## config.mk

```make
export PLATFORM = sky130hd
export DESIGN_NAME = row_mem_load_sched
export DESIGN_NICKNAME = d
export VERILOG_FILES = /design/src/rtl/row_mem_load_sched.sv
export SDC_FILE = /design/constraint.sdc
export NUM_CORES = 1
export LEC_CHECK = 0
export ABC_CLOCK_PERIOD_IN_PS = 7900
export BUFFER_PORTS_ARGS = -buffer_cell sky130_fd_sc_hd__buf_2
export CORE_MARGIN = 1.5
export CORE_UTILIZATION = 30
export DETAILED_ROUTE_END_ITERATION = 12
export SLEW_MARGIN = 20
export SYNTH_ARGS = -nofsm -noshare
export SYNTH_HDL_FRONTEND = slang
export SYNTH_SLANG_ARGS = --single-unit
```

## constraint.sdc

```tcl
create_clock -name clk -period 7.9 [get_ports clk]
set_input_delay 0.79 -clock clk [delete_from_list [all_inputs] [get_ports clk]]
set_output_delay 0.79 -clock clk [all_outputs]
set_load 0.02 [all_outputs]
```

## src/rtl/row_mem_load_sched.sv

```systemverilog
// Row-memory loader sequencer: latches a job config, streams act/weight SRAM words into the
// loader tile by tile, and hands each loaded tile to the PE array.
module row_mem_load_sched #(
  parameter int unsigned ACT_ADDR_W = 11,
  parameter int unsigned WGT_ADDR_W = 9,
  parameter int unsigned INPUT_BW   = 8
) (
  input  logic                  clk,
  input  logic                  resetn,
  input  logic                  cfg_valid,
  input  logic [5:0]            cfg_oc,
  input  logic [5:0]            cfg_img_h,
  input  logic [5:0]            cfg_img_w,
  input  logic [2:0]            cfg_k,
  input  logic [5:0]            cfg_num_tiles,
  output logic                  busy,
  output logic                  job_done,
  output logic                  err_cfg,
  output logic                  act_sram_en,
  output logic [ACT_ADDR_W-1:0] act_sram_addr,
  input  logic [INPUT_BW-1:0]   act_sram_rdata,
  output logic                  wgt_sram_en,
  output logic [WGT_ADDR_W-1:0] wgt_sram_addr,
  input  logic [INPUT_BW-1:0]   wgt_sram_rdata,
  output logic                  ld_start,
  output logic [INPUT_BW-1:0]   ld_act_data,
  output logic [ACT_ADDR_W-1:0] ld_act_addr,
  output logic [INPUT_BW-1:0]   ld_wgt_data,
  output logic [WGT_ADDR_W-1:0] ld_wgt_addr,
  input  logic                  ld_done,
  output logic                  tile_valid,
  input  logic                  pe_ready
);

  localparam logic [11:0] ActMax = 12'((1 << ACT_ADDR_W) - 1);
  localparam logic [11:0] WgtMax = 12'((1 << WGT_ADDR_W) - 1);

  typedef enum logic [2:0] {
    StIdle, StCalc, StStart, StStream, StWaitDone, StHandoff, StDone
  } state_e;

  state_e state_q, state_d;

  logic [5:0]            oc_q, oc_d, img_h_q, img_h_d, img_w_q, img_w_d;
  logic [2:0]            k_q, k_d;
  logic [5:0]            num_tiles_q, num_tiles_d, tile_idx_q, tile_idx_d;
  logic                  err_cfg_q, err_cfg_d;
  logic [11:0]           act_cnt_q, act_cnt_d, wgt_cnt_q, wgt_cnt_d;
  logic [11:0]           ai_q, ai_d, wi_q, wi_d;
  logic [ACT_ADDR_W-1:0] act_base_q, act_base_d, ld_act_addr_q, ld_act_addr_d;
  logic [WGT_ADDR_W-1:0] wgt_base_q, wgt_base_d, ld_wgt_addr_q, ld_wgt_addr_d;
  logic                  ld_done_seen_q, ld_done_seen_d;
  logic                  act_vld_q, wgt_vld_q;

  logic [11:0] act_dim_h, act_dim_w, act_cnt_calc, wgt_cnt_calc;
  logic        cfg_bad, act_pend, wgt_pend, stream_end, last_tile, handshake;

  always_comb begin
    act_dim_h    = 12'(img_h_q) + 12'(k_q) - 12'd1;
    act_dim_w    = 12'(img_w_q) + 12'(k_q) - 12'd1;
    act_cnt_calc = act_dim_h * act_dim_w;
    wgt_cnt_calc = 12'(k_q) * 12'(k_q) * 12'(oc_q);
    cfg_bad      = !((k_q == 3'd1) || (k_q == 3'd3)) || (num_tiles_q == 6'd0) ||
                   (act_cnt_calc > ActMax) || (wgt_cnt_calc > WgtMax);
    act_pend     = ai_q < act_cnt_q;
    wgt_pend     = wi_q < wgt_cnt_q;
    stream_end   = !act_pend && !wgt_pend;
    last_tile    = tile_idx_q == (num_tiles_q - 6'd1);
    handshake    = (state_q == StHandoff) && pe_ready;
  end

  always_ff @(posedge clk or negedge resetn) begin
    if (!resetn) state_q <= StIdle;
    else         state_q <= state_d;
  end

  always_comb begin
    state_d = state_q;
    unique case (state_q)
      StIdle:     if (cfg_valid) state_d = StCalc;
      StCalc:     state_d = cfg_bad ? StDone : StStart;
      StStart:    state_d = StStream;
      // A loader done seen while streaming skips the wait state.
      StStream:   if (stream_end) state_d = (ld_done_seen_q || ld_done) ? StHandoff : StWaitDone;
      StWaitDone: if (ld_done) state_d = StHandoff;
      StHandoff:  if (pe_ready) state_d = last_tile ? StDone : StStart;
      StDone:     state_d = StIdle;
      default:    state_d = StIdle;
    endcase
  end

  always_comb begin
    busy          = state_q != StIdle;
    job_done      = state_q == StDone;
    ld_start      = state_q == StStart;
    tile_valid    = state_q == StHandoff;
    err_cfg       = err_cfg_q;
    act_sram_en   = (state_q == StStream) && act_pend;
    wgt_sram_en   = (state_q == StStream) && wgt_pend;
    act_sram_addr = act_sram_en ? act_base_q + ai_q[ACT_ADDR_W-1:0] : '0;
    wgt_sram_addr = wgt_sram_en ? wgt_base_q + wi_q[WGT_ADDR_W-1:0] : '0;
    ld_act_data   = act_vld_q ? act_sram_rdata : '0;
    ld_wgt_data   = wgt_vld_q ? wgt_sram_rdata : '0;
    ld_act_addr   = ld_act_addr_q;
    ld_wgt_addr   = ld_wgt_addr_q;
  end

  always_comb begin
    oc_d           = oc_q;
    img_h_d        = img_h_q;
    img_w_d        = img_w_q;
    k_d            = k_q;
    num_tiles_d    = num_tiles_q;
    err_cfg_d      = err_cfg_q;
    act_cnt_d      = act_cnt_q;
    wgt_cnt_d      = wgt_cnt_q;
    tile_idx_d     = tile_idx_q;
    act_base_d     = act_base_q;
    wgt_base_d     = wgt_base_q;
    ai_d           = ai_q;
    wi_d           = wi_q;
    ld_done_seen_d = ld_done_seen_q;
    // The index counters double as the loader address: terminal count persists after a pass.
    ld_act_addr_d  = ai_q[ACT_ADDR_W-1:0];
    ld_wgt_addr_d  = wi_q[WGT_ADDR_W-1:0];
    if ((state_q == StIdle) && cfg_valid) begin
      oc_d        = cfg_oc;
      img_h_d     = cfg_img_h;
      img_w_d     = cfg_img_w;
      k_d         = cfg_k;
      num_tiles_d = cfg_num_tiles;
      err_cfg_d   = 1'b0;
    end
    if (state_q == StCalc) begin
      act_cnt_d  = act_cnt_calc;
      wgt_cnt_d  = wgt_cnt_calc;
      tile_idx_d = '0;
      act_base_d = '0;
      wgt_base_d = '0;
      if (cfg_bad) err_cfg_d = 1'b1;
    end
    if (state_q == StStart) begin
      ai_d           = '0;
      wi_d           = '0;
      ld_done_seen_d = 1'b0;
    end
    if (state_q == StStream) begin
      if (act_pend) ai_d = ai_q + 12'd1;
      if (wgt_pend) wi_d = wi_q + 12'd1;
      ld_done_seen_d = ld_done_seen_q || ld_done;
    end
    if (handshake) begin
      act_base_d = act_base_q + act_cnt_q[ACT_ADDR_W-1:0];
      wgt_base_d = wgt_base_q + wgt_cnt_q[WGT_ADDR_W-1:0];
      tile_idx_d = tile_idx_q + 6'd1;
    end
  end

  always_ff @(posedge clk or negedge resetn) begin
    if (!resetn) begin
      oc_q           <= '0;
      img_h_q        <= '0;
      img_w_q        <= '0;
      k_q            <= '0;
      num_tiles_q    <= '0;
      err_cfg_q      <= 1'b0;
      act_cnt_q      <= '0;
      wgt_cnt_q      <= '0;
      tile_idx_q     <= '0;
      act_base_q     <= '0;
      wgt_base_q     <= '0;
      ai_q           <= '0;
      wi_q           <= '0;
      ld_done_seen_q <= 1'b0;
      ld_act_addr_q  <= '0;
      ld_wgt_addr_q  <= '0;
      act_vld_q      <= 1'b0;
      wgt_vld_q      <= 1'b0;
    end else begin
      oc_q           <= oc_d;
      img_h_q        <= img_h_d;
      img_w_q        <= img_w_d;
      k_q            <= k_d;
      num_tiles_q    <= num_tiles_d;
      err_cfg_q      <= err_cfg_d;
      act_cnt_q      <= act_cnt_d;
      wgt_cnt_q      <= wgt_cnt_d;
      tile_idx_q     <= tile_idx_d;
      act_base_q     <= act_base_d;
      wgt_base_q     <= wgt_base_d;
      ai_q           <= ai_d;
      wi_q           <= wi_d;
      ld_done_seen_q <= ld_done_seen_d;
      ld_act_addr_q  <= ld_act_addr_d;
      ld_wgt_addr_q  <= ld_wgt_addr_d;
      act_vld_q      <= act_sram_en;
      wgt_vld_q      <= wgt_sram_en;
    end
  end

endmodule

```

==> impl_metrics.toml, run 1 <==
[clocking]
numClockSinks = 128
clock_latency_ns = 0.43
cts_root_buf = "clkbuf_16"
cts_setup_buffers = 0
cts_max_level = 4
cts_hold_buf = 0
cts_resized = 0
cts_inserted_buffers = 17
clkSlewWorstSetupHoldPaths_ns = 0.06
cts_buffer_depth = 2
cts_tree = "built"

[global_routing]
grtUsageTotal_pct = 14.2
grt_max_degree = 67
grt_antenna_before_repair = 0
grt_pass1_vias = 8399
grt_pass1_wl_mm = 42.1
grt_overflow = 0

[place]
place_congestion = 0.887
io_buffers = 110
hpwl_mm = 19.9

[final_layout]
layout-drive-gt1-share_pct = 13.2
nets = 1531
syn_to_final_growth_pct = 14.7
num_antenna_cells = 0

[die]
core_area_um2 = 35600
die_y_um = 193
die_x_um = 193
die_area_um2 = 37300
fp-row-count = 69
start_util_pct = 30.5
io_pins = 111

[routing]
vias = 8612
met2_length_mm = 10.9
dr_wl_met3_mm = 1.36
drtAntennaViolNets = 0
drtIter0Drc = 410
wl_mm = 25.5
wl_per_cell_um = 14.4
drt-met1-wl_mm = 13.1
drt_pass1_iterations = 4
via_per_inst = 4.85
drc_errors = 0
routed.top_layer = "met4"

[synthesis]
yosysUniqueCellTypes = 71
synth_nets = 1433
ys_seq_area_share_pct = 29.5
synth-edff-count = 0
syn_avg_cell_area_um2 = 9.01
ys_ff_latch = 128
synth_ff_type = "dfrtp_1"
netlist_instances = 1204
synthArstFlopShare_pct = 100
synth_area_um2 = 10900
synth_warnings = 0

[sta]
slew_violations = 0
clock_skew_ns = 0.0109
maxSlewHeadroom_pct = 33.1
period_share_pct = 84.6
period_needed_ns = 6.68
worst_pin_slew_ns = 1.00
max_freq_ghz = 0.150
rsz0062_at_grt = "false"
setup_viol = 0
tns_ns = 0
hold_viol_final = 0

[critical_path]
reg2reg_depth = 26
path_class = "flip-flop to flip-flop"
critPathLaunchType = "flip-flop"
crit_fanout = 10
worstSetupEndpointType = "flip-flop"
worstPathRequired_ns = 8.17
crit_arrival_ns = 6.95

[worst_hold_path]
min_path_type = "input port to asynchronous set/reset pin"

[status]
outcome = "finished, final reports clean"

[run]
maxCapViolations = 0
## cells by family after synthesis
| kind of cell | Yosys count | share of synthesized area, % |
|---|---|---|
| flops | 128 | 29.5 |
| fa+ha+maj | 181 | 24.7 |
| simple gates | 366 | 16.6 |
| buf+inv | 193 | 7.06 |
| mux | 13 | 1.33 |
| compound gates | 252 | 14.8 |
| xor+xnor | 71 | 6.05 |
## Yosys cell counts (3+ instances only)
library cell,instances,area share [%]
o311a_1,3,0.28
xnor2_1,42,3.4
xor2_1,26,2.1
mux2_2,11,1.1
o21a_1,4,0.28
a221o_1,4,0.37
or2_2,4,0.23
a31oi_1,6,0.35
o21ai_0,84,3.9
fa_1,55,10
a22o_1,5,0.40
nor3_1,14,0.65
a21oi_1,52,2.4
nor2b_1,13,0.75
nand3b_1,4,0.28
inv_1,155,5.4
nand3_1,35,1.6
o211ai_1,7,0.48
dfrtp_1,128,30
a211o_1,3,0.24
nor3b_1,8,0.55
and3_1,20,1.2
a21o_1,30,2.1
a211oi_1,9,0.62
and2_1,35,2.0
o311ai_0,3,0.24
ha_1,126,15
nor2_1,79,2.7
clkbuf_1,29,1.0
nor4_1,5,0.29
o21ai_1,5,0.23
nand2b_1,13,0.75
a21oi_2,3,0.24
nand2_1,111,3.8
nand4_1,11,0.63
buf_6,4,0.42
o21bai_1,13,0.90
## through the flow
stage	cell area [um^2]	setup slack (ns)	instances	hold WS, ns	utilization (%)
floorplan	10900	1.97	1204	0.404	-
global placement	11900	1.43	1744	0.467	33.3
detailed placement	11900	1.25	1744	0.475	33.3
CTS	12400	1.22	1776	0.352	35.0
global route	12400	0.674	1776	0.382	35.0
finish	12400	1.22	1776	0.325	35.0
## per-layer routing
layer  up-vias  GRT usage [%]
li1       4281              -
met1      4085           20.8
met2       230           21.4
met3        16           2.93
met4         0           3.28
met5         -              0
## layout by cell type (no fill, tap or decap), types with 6 or more instances in the layout
cell,synthesis,routed
inv_1,155,155
dfrtp_1,128,128
ha_1,126,126
nand2_1,111,110
buf_2,2,109
o21ai_0,84,84
nor2_1,79,78
fa_1,55,55
a21oi_1,52,52
xnor2_1,42,42
and2_1,35,35
nand3_1,35,35
a21o_1,30,30
xor2_1,26,26
and3_1,20,20
clkbuf_16,0,17
nor3_1,14,14
nand2b_1,13,13
nor2b_1,13,13
o21bai_1,13,13
nand4_1,11,11
mux2_2,11,11
a211oi_1,9,9
nor3b_1,8,8
o211ai_1,7,7
a31oi_1,6,6
buf_4,1,6
## critical path, cell delays in order (launching register included)
cell and delay, ns:
dfrtp_1 0.44, clkinv_1 0.30, ha_1 0.28, inv_1 0.06, ha_1 0.17, inv_1 0.06
fa_1 0.38, nand2b_1 0.16, a21oi_1 0.32, xor2_1 0.55, nor2_1 0.12, fa_1 0.50
inv_1 0.05, fa_1 0.47, inv_1 0.05, fa_1 0.52, inv_1 0.05, fa_1 0.52
inv_1 0.04, ha_1 0.27, inv_1 0.10, o21bai_1 0.08, a21oi_1 0.21, a21oi_1 0.12
xnor3_1 0.40, o21ai_1 0.21, o21ai_1 0.10
## sequential cells by signal, indices dropped and copies added, names as in the netlist
name,flops
state_q,3
act_base_q,11
wgt_vld_q,1
oc_q,6
ld_wgt_addr,9
num_tiles_q,6
wgt_cnt_q,12
k_q,3
err_cfg,1
img_w_q,6
act_vld_q,1
wi_q,12
act_cnt_q,12
img_h_q,6
ai_q,12
tile_idx_q,6
wgt_base_q,9
ld_done_seen_q,1
ld_act_addr,11
## worst paths after layout
kind                                                 from                         to  slack, ns
worst max register to register         k_q[0]$_DFFE_PN0P_          err_cfg$_DFF_PN0_       1.22
worst min-delay path                               resetn   ld_act_addr[5]$_DFF_PN0_       0.32
worst min register to register  wgt_cnt_q[11]$_DFFE_PN0P_  wgt_cnt_q[11]$_DFFE_PN0P_       0.48
worst max-delay path                   k_q[0]$_DFFE_PN0P_          err_cfg$_DFF_PN0_       1.22
max in group asynchronous                          resetn         k_q[0]$_DFFE_PN0P_       6.25
min in group clk                wgt_cnt_q[11]$_DFFE_PN0P_  wgt_cnt_q[11]$_DFFE_PN0P_       0.48
## layout make-up
class                      count  area [um^2]
tap                          461          577
clock buffer                  18          429
clock inverter                14          156
timing repair buffer         116          602
sequential                   128         3200
multi-input combinational    883         6890
inverter                     156          586
fill                        3617        23100
Power of run 1 is not shown: default switching activity piles up to over one toggle a cycle in this logic, so the estimate is an artifact.
==> run 2, diff against run 1 <==
--- a/config.mk
+++ b/config.mk
@@ -5,7 +5,8 @@
 export SDC_FILE = /design/constraint.sdc
 export NUM_CORES = 1
 export LEC_CHECK = 0
-export ABC_CLOCK_PERIOD_IN_PS = 7900
+export ABC_AREA = 1
+export ABC_CLOCK_PERIOD_IN_PS = 6200
 export BUFFER_PORTS_ARGS = -buffer_cell sky130_fd_sc_hd__buf_2
 export CORE_MARGIN = 1.5
 export CORE_UTILIZATION = 30
==> constraint.sdc (replaced) <==
create_clock -name clk -period 6.2 [get_ports clk]
set_input_delay 0.62 -clock clk [delete_from_list [all_inputs] [get_ports clk]]
set_output_delay 0.62 -clock clk [all_outputs]
set_load 0.02 [all_outputs]
==> run 2 against run 1 <==
Critical endpoint is now state_q[2]$_DFFE_PN0P_; highest routed layer is now met5; design area down 0.82%; die area down 1.9%; sequential share of layout area up 0.22 points.
==> impl_metrics.toml, run 2 <==
[synthesis]
ys_seq_area_share_pct = 30.1
synth_warnings = 0
synth_commonest_cells = "278 x inv_1, 238 x nand2_1, 175 x nor2_1, 128 x dfrtp_1, 126 x ha_1"
synthArstFlopShare_pct = 100
yosysTopAreaCellShare_pct = 30.1
synth_ff_type = "dfrtp_1"
synth-edff-count = 0
synth_area_um2 = 10600
synthTopCellsByArea = "dfrtp_1 30%, ha_1 15%, fa_1 10%, inv_1 9.8%, nand2_1 8.4%"
syn_avg_cell_area_um2 = 7.75
netlist_instances = 1373
ys_ff_latch = 128
synth_most_common_cell = "inv_1"
synth_top_area_cell = "dfrtp_1"
yosysUniqueCellTypes = 44
synth_nets = 1602

[place]
dp_slack_ns = 0.244
hpwl_mm = 20.9
io_buffers = 110
place_congestion = 0.875

[sta]
clock_skew_ns = 0.0137
maxSlewHeadroom_pct = 41.6
rsz0062_at_grt = "false"
worst_pin_slew_ns = 0.875
period_share_pct = 93.8
slew_violations = 0
setup_viol = 0
max_freq_ghz = 0.172
finalWorstSetupSlack_ns = 0.385
hold_viol_final = 0
period_needed_ns = 5.81
tns_ns = 0

[routing]
drtAntennaViolNets = 0
drc_errors = 0
vias = 8940
drt_pass1_iterations = 6
drtIter0Drc = 417
via_per_inst = 4.57
wl_mm = 25.9
wl_per_cell_um = 13.3

[critical_path]
slowest_delay_ns = 0.55
critPathLaunchType = "flip-flop"
crit_fanout = 6
worstPathRequired_ns = 6.57
crit_arrival_ns = 6.18
path_class = "flip-flop to flip-flop"
cpMaxStageDelayCell = "fa_1"
worstSetupEndpointType = "flip-flop"

[die]
core_area_um2 = 34700
die_y_um = 191
fp-row-count = 68
io_pins = 111
start_util_pct = 30.7
die_area_um2 = 36600
die_x_um = 191

[global_routing]
grt_overflow = 0
grt_pass1_wl_mm = 42.4
grtUsageTotal_pct = 14.6
grt_pass1_vias = 8548
grt_max_degree = 68
grt_antenna_before_repair = 2

[worst_hold_path]
min_path_type = "input port to asynchronous set/reset pin"

[final_layout]
syn_to_final_growth_pct = 15.9
fin_util_pct = 35.6
final_cell_mix = "277 x inv_1, 238 x nand2_1, 174 x nor2_1, 127 x dfrtp_1, 126 x ha_1"
layout-drive-gt1-share_pct = 12.4
fillCellCount = 3634
num_antenna_cells = 0
layout_commonest_cell = "inv_1"
nets = 1718

[clocking]
cts_tree = "built"
numClockSinks = 128
cts_inserted_buffers = 17
clkSlewWorstSetupHoldPaths_ns = 0.06
cts_max_level = 4
cts_buffer_depth = 2
clock_latency_ns = 0.43
cts_root_buf = "clkbuf_16"

[run]
maxCapViolations = 0

[status]
outcome = "finished, final reports clean"
run 2: final cells by class:
| cell class | instances | area (um^2) | area share [%] |
|---|---|---|---|
| multi-input combinational | 935 | 6290 | 51.0 |
| sequential | 128 | 3200 | 26.0 |
| inverter | 287 | 1080 | 8.73 |
| timing repair buffer | 120 | 632 | 5.12 |
| tap | 455 | 569 | 4.61 |
| clock buffer | 21 | 460 | 3.73 |
| clock inverter | 11 | 105 | 0.851 |
run 2: metrics by stage:
stage	cells	hold WS, ns	area (um^2)
2_1_floorplan	1373	0.324	10600
3_3_place_gp	1923	0.454	11700
3_5_place_dp	1923	0.469	11700
4_1_cts	1955	0.190	12300
5_1_grt	1957	0.203	12300
6_report	1957	0.151	12300
run 2: kinds of logic after synthesis:
family	Yosys count	share of synthesized area, %
AO/OA/AOI/OAI	213	11.1
XOR/XNOR	33	2.79
adder cells (fa/ha/maj)	181	25.2
buffers and inverters	310	11.0
flip-flops	128	30.1
multiplexers	2	0.200
AND/OR/NAND/NOR	506	19.7
run 2: worst paths after layout:
check                                   start                          to  slack, ns  depth (start not counted)
min                                    resetn    ld_wgt_addr[0]$_DFF_PN0_       0.15                          1
min reg2reg                 ai_q[5]$_DFF_PN0_    ld_act_addr[5]$_DFF_PN0_       0.48                          0
max                        k_q[1]$_DFFE_PN0P_      state_q[2]$_DFFE_PN0P_       0.39                         28
min in group clk             cfg_num_tiles[5]  num_tiles_q[5]$_DFFE_PN0P_       0.43                          2
max reg2reg                k_q[1]$_DFFE_PN0P_      state_q[2]$_DFFE_PN0P_       0.39                         28
max in group asynchronous              resetn           err_cfg$_DFF_PN0_       4.72                          2
run 2: timing repair:
| action | 4_1_cts | 5_1_grt |
|---|---|---|
| setup endpoints to repair | 0 | 3 |
| hold buffers | 0 | 0 |
| setup buffers | 0 | 2 |
| gates resized for setup | 0 | 4 |
run 2: worst max-delay path, delay by kind of cell (launching register included):
| family | cells | cell delay, ns |
|---|---|---|
| and+or+nand+nor | 9 | 0.85 |
| xor gates and xnor gates | 2 | 0.46 |
| buffers and inverters | 8 | 0.57 |
| DFF | 1 | 0.40 |
| AOI/OAI and AO/OA | 1 | 0.21 |
| adders and majority gates | 8 | 3.26 |
run 2: per-layer routing:
| layer | global-route usage [%] | wire length [um] | vias up |
|---|---|---|---|
| met5 | 0 | 13 | - |
| met4 | 3.55 | 253 | 2 |
| met3 | 2.63 | 1310 | 19 |
| met2 | 22.7 | 11500 | 190 |
| met1 | 20.9 | 12900 | 4168 |
| li1 | - | - | 4561 |
Power of run 2 is left out for the same reason.
==> run 3, diff against run 2 <==
--- a/config.mk
+++ b/config.mk
@@ -9,8 +9,9 @@
 export ABC_CLOCK_PERIOD_IN_PS = 6200
 export BUFFER_PORTS_ARGS = -buffer_cell sky130_fd_sc_hd__buf_2
 export CORE_MARGIN = 1.5
-export CORE_UTILIZATION = 30
+export CORE_UTILIZATION = 48
 export DETAILED_ROUTE_END_ITERATION = 12
+export PLACE_DENSITY = 0.67
 export SLEW_MARGIN = 20
 export SYNTH_ARGS = -nofsm -noshare
 export SYNTH_HDL_FRONTEND = slang
==> constraint.sdc (replaced) <==
create_clock -name clk -period 6.2 [get_ports clk]
set_input_delay 0.93 -clock clk [delete_from_list [all_inputs] [get_ports clk]]
set_output_delay 0.93 -clock clk [all_outputs]
set_load 0.02 [all_outputs]
==> run 3 against run 2 <==
Worst setup slack better by 0.038 ns; maximum frequency up 0.65%; count of clock-buffer cells in the layout down 3; via count down 0.40%; final cell count down 9.0%; critical path depth unchanged; non-clock buffer count down 1; sequential share of layout area up 0.55 points.
==> impl_metrics.toml, run 3 (synthesized netlist as in run 2, its figures left out) <==
[final_layout]
nets = 1717
num_antenna_cells = 0
layout_commonest_cell = "inv_1"
syn_to_final_growth_pct = 13.6
layout-drive-gt1-share_pct = 12.4
fillCellCount = 2045
final_cell_mix = "277 x inv_1, 238 x nand2_1, 175 x nor2_1, 127 x dfrtp_1, 126 x ha_1"

[die]
die_y_um = 152
fp-row-count = 54
die_area_um2 = 23100
start_util_pct = 48.8
core_area_um2 = 21800
io_pins = 111
die_x_um = 152

[sta]
hold_viol_final = 0
maxSlewHeadroom_pct = 39.2
setup_viol = 0
max_freq_ghz = 0.173
worst_pin_slew_ns = 0.908
slew_violations = 0
hold_slack_ns = 0.456
period_needed_ns = 5.78
period_share_pct = 93.2
clock_skew_ns = 0.0123

[worst_hold_path]
hold_depth = 0
min_from = "ai_q[9]$_DFF_PN0_"
min_path_type = "flip-flop to flip-flop"
worstHoldEndpoint = "ld_act_addr[9]$_DFF_PN0_"

[routing]
drtAntennaViolNets = 0
via_per_inst = 5.00
wl_per_cell_um = 13.0
drtIter0Drc = 430
drc_errors = 0
vias = 8904
wl_mm = 23.1
drt_pass1_iterations = 5

[global_routing]
grt_pass1_vias = 8348
grt_max_degree = 72
grt_overflow = 0
grt_pass1_wl_mm = 39.9
grtUsageTotal_pct = 20.9
grt_antenna_before_repair = 0

[critical_path]
r2r_slack_ns = 0.42
slowest_delay_ns = 0.55
reg2reg_depth = 28
reg2reg_to = "state_q[2]$_DFFE_PN0P_"
path_class = "flip-flop to flip-flop"
cpMaxStageDelayCell = "fa_1"
r2r-start = "k_q[1]$_DFFE_PN0P_"
worstPathRequired_ns = 6.56
crit_arrival_ns = 6.14
worstSetupEndpointType = "flip-flop"
critPathLaunchType = "flip-flop"
crit_fanout = 6

[clocking]
cts_hold_buf = 0
clkSlewWorstSetupHoldPaths_ns = 0.06
clock_latency_ns = 0.43
cts_buffer_depth = 2
numClockSinks = 128
cts_tree = "built"
cts_max_level = 4
cts_root_buf = "clkbuf_16"
cts_inserted_buffers = 17

[place]
io_buffers = 110
place_congestion = 0.909
hpwl_mm = 18.4

[status]
outcome = "finished, final reports clean"

[run]
maxCapViolations = 0
[run 3: per-layer routing]
metal  vias up  wire [um]  track usage, %
met5         -          0               0
met3        17       1050            3.51
li1       4565          -               -
met4         0        226            5.13
met1      4108      11500            30.1
met2       214      10300            32.8
[run 3: how the worst max path moves through the flow]
stage | from | depth (start not counted) | end | slack [ns]
after detailed placement | k_q[0]$_DFFE_PN0P_ | 28 | state_q[2]$_DFFE_PN0P_ | 0.22
after CTS | k_q[0]$_DFFE_PN0P_ | 28 | state_q[2]$_DFFE_PN0P_ | 0.20
after global placement | k_q[0]$_DFFE_PN0P_ | 28 | state_q[2]$_DFFE_PN0P_ | 0.45
final | k_q[1]$_DFFE_PN0P_ | 28 | state_q[2]$_DFFE_PN0P_ | 0.42
after floorplan | k_q[0]$_DFFE_PN0P_ | 29 | state_q[2]$_DFFE_PN0P_ | 0.68
after global routing | k_q[1]$_DFFE_PN0P_ | 28 | state_q[2]$_DFFE_PN0P_ | -0.001
[run 3: timing repair]
action	in CTS	in global routing
resized for setup	0	3
setup buffers	0	3
setup endpoints to repair	0	4
[run 3: metrics by stage]
stage	utilization [%]	std cells	cell area (um^2)	setup slack, ns	TNS [ns]
after CTS	55.3	1778	12100	0.196	0
after global routing	55.4	1781	12100	-0.00111	-0.00111
after global placement	52.7	1746	11500	0.451	0
after detailed placement	52.7	1746	11500	0.220	0
final	55.4	1781	12100	0.423	0
after floorplan	-	1373	10600	0.685	0
[run 3: layout make-up]
type / count / area (um^2) / area share (%)
multi-input cells: 935 / 6290 / 52.0
flip-flops and latches: 128 / 3200 / 26.5
repair buffers: 119 / 621 / 5.13
inverters: 287 / 1080 / 8.91
clock buffers: 18 / 429 / 3.55
well taps: 280 / 350 / 2.90
clock inverters: 14 / 120 / 0.994
[run 3: critical path, delay by kind of cell, from the launching register on]
kind | cells | cell delay [ns]
XOR/XNOR | 2 | 0.44
AND/OR/NAND/NOR | 9 | 0.87
AO/OA/AOI/OAI | 1 | 0.20
adder cells (fa/ha/maj) | 8 | 3.22
flip-flops | 1 | 0.40
buffers and inverters | 8 | 0.58
Power of run 3 is left out for the same reason.
